[src/rtl/untransformer.sv]
// untransformer: re-aligns diagonally skewed lane streams coming out of the
// systolic array. Lane k of a vector arrives k cycles after lane 0; each lane
// is delayed by size-1-k cycles so all lanes line up, then the vector is
// emitted as one registered word together with a valid strobe.
module untransformer #(
  parameter int data_size = 16,
  parameter int size      = 3
) (
  input  logic                      clk,
  input  logic                      reset,
  input  logic                      in_valid,
  input  logic [data_size*size-1:0] skewed_data,
  output logic                      out_valid,
  output logic [data_size*size-1:0] aligned_data,
  output logic                      busy,
  output logic [31:0]               vector_count
);

  localparam int width = data_size * size;

  // All lanes of the vector whose valid bit sits in the last valid stage.
  logic [width-1:0] assembled;
  // Valid bit that accompanies 'assembled'.
  logic             last_valid;

  if (size == 1) begin : g_single
    // A single lane needs no alignment: the input word is the vector.
    assign assembled  = skewed_data;
    assign last_valid = in_valid;
    assign busy       = 1'b0;
  end else begin : g_skew
    logic [size-2:0] valid_pipe;

    // Valid tracking: stage 0 captures in_valid, later stages follow it.
    always_ff @(posedge clk) begin
      if (reset) begin
        valid_pipe <= '0;
      end else begin
        // NOTE: non-blocking assignments make every stage read the value
        // from before this edge, so the loop order does not matter.
        valid_pipe[0] <= in_valid;
        for (int i = 1; i < size - 1; i++) begin
          valid_pipe[i] <= valid_pipe[i-1];
        end
      end
    end

    assign last_valid = valid_pipe[size-2];
    assign busy       = |valid_pipe;

    for (genvar k = 0; k < size; k++) begin : g_lane
      localparam int depth = size - 1 - k;

      if (depth == 0) begin : g_direct
        // The last lane arrives exactly when the vector is complete.
        assign assembled[data_size*(size-k)-1 -: data_size] =
          skewed_data[data_size*(size-k)-1 -: data_size];
      end else begin : g_delay
        logic [data_size-1:0] delay_line [depth];

        // Per-lane delay line: holds lane k until the later lanes catch up.
        always_ff @(posedge clk) begin
          if (reset) begin
            // NOTE: these are a handful of flops, not a RAM, so clearing
            // them on reset is cheap and keeps discarded vectors out of view.
            for (int i = 0; i < depth; i++) begin
              delay_line[i] <= '0;
            end
          end else begin
            delay_line[0] <= skewed_data[data_size*(size-k)-1 -: data_size];
            for (int i = 1; i < depth; i++) begin
              delay_line[i] <= delay_line[i-1];
            end
          end
        end

        assign assembled[data_size*(size-k)-1 -: data_size] = delay_line[depth-1];
      end
    end
  end

  // Output register: emit the aligned vector, zero when idle, count emissions.
  always_ff @(posedge clk) begin
    if (reset) begin
      out_valid    <= 1'b0;
      aligned_data <= '0;
      vector_count <= '0;
    end else begin
      out_valid    <= last_valid;
      aligned_data <= last_valid ? assembled : '0;
      if (last_valid) begin
        vector_count <= vector_count + 32'd1;
      end
    end
  end

endmodule
[config.mk]
export PLATFORM = sky130hd
export DESIGN_NAME = untransformer
export DESIGN_NICKNAME = d
export VERILOG_FILES = /design/src/rtl/untransformer.sv
export SDC_FILE = /design/constraint.sdc
export NUM_CORES = 1
export LEC_CHECK = 0
export CAP_MARGIN = 20
export CORE_ASPECT_RATIO = 0.9
export CORE_MARGIN = 2
export CORE_UTILIZATION = 40
export CTS_CLUSTER_SIZE = 14
export DETAILED_ROUTE_END_ITERATION = 8
export PLACE_DENSITY = 0.73
export RECOVER_POWER = 50
export SYNTH_ARGS = -nofsm -noshare
export SYNTH_HDL_FRONTEND = slang
export SYNTH_SLANG_ARGS = --single-unit
[constraint.sdc]
create_clock -name clk -period 2.1 [get_ports clk]
set_input_delay 0.315 -clock clk [delete_from_list [all_inputs] [get_ports clk]]
set_output_delay 0.315 -clock clk [all_outputs]
set_load 0.02 [all_outputs]
==> metrics.txt <==
status completed; clock-pin slew on the worst setup and hold paths 60 ps; Fmax 490.0 MHz; Post-Syn Area 0.004194 mm^2; count leader, synth dfxtp_1; Overall Power 5.582 mW; synth warn 0; antenna viol nets, final 0; Total Nets Final 590; synthesis-to-finish area growth 50.00%; post-DP HPWL 6254 um; clock skew 12.69 ps; Final Hold Slack 159.7 ps; Arrival @ worst endpoint 1730 ps; WL/cell 13.55 um; vias in the first global route 3,045; I/O Buffers 132; share of layout cells above drive strength 1 11.43%; 1st-iter DRT viols 78; Pre-antenna DRT Iters 4; worst setup margin 59.33 ps; Max-cap violations 0; Worst Setup Start Kind flip-flop; P_leak 2.326 nW; initial antenna violation count 0; clock latency at the later pin of the worst-skew pair 410 ps; register bit total from synthesis 131; CTS tree yes; GR Util All Layers 16.46%; clock sink total 131; grt ovf 0; largest area contributor in the netlist dfxtp_1; Yosys cell types 37; Tightest Pin Transition 1331 ps; fillers 871; critical path endpoint category output port; via count 3,236; # H-tree levels 4; PwrDens 887.3 mW/mm^2; final antenna diode count 0; Cells after Synth 389; vias per inst 4.759; first-pass GRT wire length 14,550 um; Data required, critical path 1780 ps; Die Height 101.1 um; crit-path cells buf_4 -> or2_2 -> clkdlybuf4s50_1; Hold Crit Class in -> reg; dpl ws 112.8 ps; critical path fanouts, max 8; Setup TNS Final 0 ps; Hold Fails Final Rpt 0; crit path kind reg -> out; register area share after synthesis 62.53%; Critical Path Max Stage Delay 550 ps; minimum clock period 2041 ps; # rows 35; Post-synth ARST share 0%; maximum VDD drop 729.3 uV; RR Startpoint vector_count[10]; worst r2r dst vector_count[23]; cts hold-fix bufs 0; initial core utilization 41.10%; RSZ-0062 raised after global routing false; Worst Setup SP g_skew.valid_pipe[1]; Resize count post-CTS 0; synth top area cells dfxtp_1 63%, nor2b_1 7.8%, and2_1 7.2%; die area 0.01132 mm^2; Core Box Area 0.01020 mm^2; routability cong. 0.8033; mean post-synth cell area 10.78 um^2; slowest CP cell clkdlybuf4s50_1; Final Cycle Share 97.17%; Critical Path Sink busy; Post-CTS Setup Bufs 0; R2R Setup Slk 80 ps; predominant post-synthesis flop cell dfxtp_1; pin count of the biggest net entering global routing 49; num ports 133; Rel. slew slack 11.23%; top post-synthesis cells by count 131 x dfxtp_1, 52 x nor2b_1, 48 x and2_1, 18 x nor2_1, 16 x a21oi_1; root buffer cell clkbuf_16; DRC viols 0; Post-synth EDFFs 0; Yosys top cell area share 62.53%; Die X 111.9 um; # setup viols final 0; fin. max-slew vios 0; R2R cell count 5; routed wire length 9217 um; cts bufs inserted 17; syn_nets 441; Bufs on Longest Clock Path 2
## report_power, final
group          switching [mW]  leakage, nW  total, mW  internal, mW
Clock                    1.15        0.274       2.81          1.66
Combinational          0.0784        0.981      0.213         0.135
Sequential             0.0130         1.07       2.56          2.54
Total                    1.24         2.33       5.58          4.34
## stage by stage
| step | cells | utilization [%] | area, um^2 |
|---|---|---|---|
| global route | 680 | 61.66 | 6291 |
| CTS | 680 | 61.79 | 6305 |
| detailed placement | 648 | 56.17 | 5732 |
| global placement | 648 | 56.17 | 5732 |
| finish | 680 | 61.66 | 6291 |
| floorplan | 389 | - | 4202 |
## worst min path at each step
stage                                  end  slack (ps)  cells after the start                                  startpoint
after floorplan           aligned_data[16]         410                      1   g_skew.g_lane[1].g_delay.delay_line[0][0]
after global placement    aligned_data[17]         410                      1   g_skew.g_lane[1].g_delay.delay_line[0][1]
after detailed placement  aligned_data[42]         410                      1  g_skew.g_lane[0].g_delay.delay_line[1][10]
after CTS                        out_valid          90                      2                                       reset
after global routing             out_valid         170                      2                                       reset
final                            out_valid         160                      2                                       reset
## sequential cells by signal (all words and copies together) (netlist names)
register	flops
vector_count	32
g_skew.valid_pipe	2
aligned_data	48
out_valid	1
g_skew.g_lane.g_delay.delay_line	48
## cell families (layout without fill, tap and decap cells)
logic type / Yosys count / count (layout) / share of synthesized area [%]
flops: 131 / 131 / 62.53
buf+inv: 28 / 190 / 2.834
simple gates: 180 / 180 / 26.07
fa+ha+maj: 1 / 1 / 0.2983
xor+xnor: 13 / 13 / 2.715
mux: 2 / 2 / 0.5072
compound gates: 34 / 34 / 5.042
## cell type report
type	instances	area (um^2)	share of cell area [%]
Clock buffer	17	425.4	6.762
Multi-Input combinational cell	230	1453	23.09
Clock inverter	15	147.6	2.347
Inverter	7	26.28	0.4177
Timing Repair Buffer	151	1448	23.01
Tap cell	129	161.4	2.566
Sequential cell	131	2630	41.81
## layer usage
metal | up-vias | GRT usage (%) | wire [um]
met4 | 0 | 9.381 | 232
met2 | 110 | 27.46 | 4377
met5 | - | 0 | 0
met1 | 1503 | 18.85 | 3995
li1 | 1605 | - | -
met3 | 18 | 5.446 | 611
## placed cells by master (no fill, tap or decap), types with 2 or more instances in the layout
cell type	netlist	final
buf_4	1	16
o31ai_1	9	9
and2_0	0	16
nor2_1	18	18
dfxtp_1	131	125
clkbuf_1	15	3
inv_6	0	6
clkbuf_16	0	17
dlygate4sd3_1	0	2
and2_1	48	32
nor3_1	6	6
or3_1	3	3
nand4_1	8	8
inv_1	7	7
clkinv_4	0	3
and3_1	2	2
a21oi_1	16	16
xor2_1	7	7
nor2b_1	52	52
dfxtp_2	0	6
o21ai_0	4	4
clkdlybuf4s50_1	0	129
a31o_2	2	2
nand2_1	11	11
nand4b_1	2	2
and4_1	3	3
nor4_1	3	3
or4_1	12	12
nand3_1	7	7
clkinvlp_4	0	3
xnor2_1	6	6
## critical path: cells and delay by family (launching register included)
kind / cells / cell delay, ps
AND/OR/NAND/NOR: 1 / 310
flip-flops: 1 / 310
buffers and inverters: 2 / 710
(Power assumes the default switching activity.)
==> edit, RTL diff (config.mk and constraints unchanged) <==
`aligned_data` no longer has a reset.
--- a/src/rtl/untransformer.sv
+++ b/src/rtl/untransformer.sv
@@ -83,15 +83,17 @@
   always_ff @(posedge clk) begin
     if (reset) begin
       out_valid    <= 1'b0;
-      aligned_data <= '0;
       vector_count <= '0;
     end else begin
       out_valid    <= last_valid;
-      aligned_data <= last_valid ? assembled : '0;
       if (last_valid) begin
         vector_count <= vector_count + 32'd1;
       end
     end
   end
 
+  always_ff @(posedge clk) begin
+    aligned_data <= last_valid ? assembled : '0;
+  end
+
 endmodule
Behaviour: differs if reset is asserted again (counterexample within 4 cycles, from zero or initial values and one cycle with reset high); with reset held inactive, the same outputs for 10 cycles.
==> edit against the unedited design <==
- non-clock buffer count shrank 2
- critical endpoint is now vector_count[30]
- clock skew fell by 0.0036 ns
- core utilization rose by 0.27 points
- critical path type is now register to register
- highest routed layer unchanged
- wire length fell by 2.8%
- total power grew 2.9%
- synthesized area barely moved
- worst setup slack gained 0.075 ns
- design area rose by 0.44%
- sequential cell count is the same
- clock power is 5% higher
- largest cell class unchanged
- first-iteration DRC count up 36%
- critical path depth grew 2
- largest power group unchanged
==> edit: results (changes against the unedited design) <==
run status finished clean; largest stage delay on the critical path 0.53 ns (-0.02 ns); wire length of the first global-routing pass 14,300 um (-1.7%); post-placement cell area 5710 um^2 (-0.31%); Signal buf overhead 22.9% (-0.14 points); number of diodes 0 (unchanged); worst-case clock skew 0.00906 ns (-0.00363 ns); CTS Hold Buffers Added 0 (unchanged); r2r setup slk 0.13 ns (+0.05 ns); multi-input gate area in the final layout 1460 um^2 (+0.52%); share of the yosys chip area belonging to registers 62.6% (about the same); Commonest cells post-synth 131 x dfxtp_1, 52 x nor2b_1, 48 x and2_1; half-perimeter wire length of the detailed placement result 6100 um (-2.5%); Resized Gates After CTS 4 (+4); largest net degree at the start of global routing 57 (+16%); total DRC errors in the routed layout 0 (unchanged); routed length per placed instance 13.2 um (-2.3%); initial detailed-routing violation count 106 (+36%); registers with the highest flip-flop counts aligned_data (48), g_skew.g_lane.g_delay.delay_line (48), vector_count (32); Multi-In Gates 230 (unchanged); fraction of area in clock buffers and inverters 9.43% (+0.32 points); detailed-router iteration count before antenna repair 4 (unchanged); vias per cell 4.68 (-1.7%); library cell contributing the largest single delay on the critical path or4_4; tap cell instance count 129 (unchanged); Area contributors post-synth dfxtp_1 63%, nor2b_1 7.8%, and2_1 7.2%; number of distinct library cells after synthesis 36 (-2.7%); largest buffer count on any clock path 2 (unchanged); leakage dissipation 2.36 nW (+1.5%); depth of the CTS H-tree 4 (unchanged); CP delay by family, top simple AND/OR/NAND/NOR gates; filler cell count 847 (-2.8%); final count of negative-setup-slack endpoints 0 (unchanged); non-filler cells, final 676 (-0.59%); share of async-settable or async-resettable flops after synthesis 0% (unchanged); flip-flop and latch share of the layout cell area 41.6% (-0.18 points); synthesized area divided by synthesized cell count 10.8 um^2 (about the same); Worst VDD drop 0.704 mV (-3.5%); CLK BUF 18 (+1); data arrival at the endpoint of the critical path 2.29 ns (+0.56 ns); Critical Path Fanout Max 14 (+6); vias in the first global route 3,008 (-1.2%); main flop type after synthesis dfxtp_1; total of plain and repair buffers excluding clock buffers 149 (-1.3%); clock latency of the later-clocked register in the worst-skew pair 0.40 ns; flip-flop and latch count after synthesis 131 (unchanged); Inverters, non-clock 7 (unchanged); fraction of area in multi-input gates 23.1% (about the same); Post-CTS Repair Setup Buffers 0 (unchanged); number of nets in the layout 588 (-0.34%); # placed instances 646 (-0.31%); total routing resource utilization after global routing 16.1% (-0.41 points); headroom to the max-slew limit 28.1% (+17 points); clock slew at reported path FFs 0.06 ns (about the same); fraction of final layout cells with drive strength greater than 1 11.3% (-0.099 points); Final GP Congestion 0.760 (-5.4%); PortBufs 132 (unchanged)
[edit: report_power, final]
| part | switching [mW] | total, mW | internal [mW] |
|---|---|---|---|
| sequential | 0.0151 | 2.57 | 2.55 |
| clock | 1.05 | 2.94 | 1.89 |
| combinational | 0.0918 | 0.240 | 0.148 |
[edit: kinds of logic after synthesis]
logic type | Yosys count | synth area share, %
simple gates | 180 | 26.1
buf+inv | 28 | 2.75
mux | 2 | 0.508
compound gates | 34 | 5.05
flops | 131 | 62.6
xor+xnor | 13 | 2.72
fa+ha+maj | 1 | 0.299
[edit: worst reg2reg max path: stages, from the launching register on]
cell and delay, ns:
dfxtp_1 0.42, ha_1 0.21, nand2_1 0.09, or4_4 0.53, or4_1 0.50, a21oi_1 0.16
[edit: routing by layer]
metal  wire (um)  GRT usage (%)  vias up
li1            -              -     1584
met1        3870           19.5     1456
met2        4250           25.2      107
met3         675           6.61       16
met4         154           7.41        0
met5           0              0        -
[edit: worst paths after layout]
check | startpoint | to | depth (start not counted)
setup reg to reg | vector_count[0] | vector_count[30] | 5
setup / recovery | vector_count[0] | vector_count[30] | 5
hold reg to reg | g_skew.g_lane[0].g_delay.delay_line[1][12] | aligned_data[44] | 1
hold / removal | reset | vector_count[25] | 2
[edit: per-stage QoR]
stage               power [mW]  hold WS [ns]  setup slack (ns)
floorplan                 2.71         0.412           0.00184
global placement          2.86         0.413            0.0907
detailed placement        2.86         0.417            0.0573
CTS                       5.84         0.278            0.0197
global route              5.96         0.309           0.00755
finish                    5.74         0.301             0.135
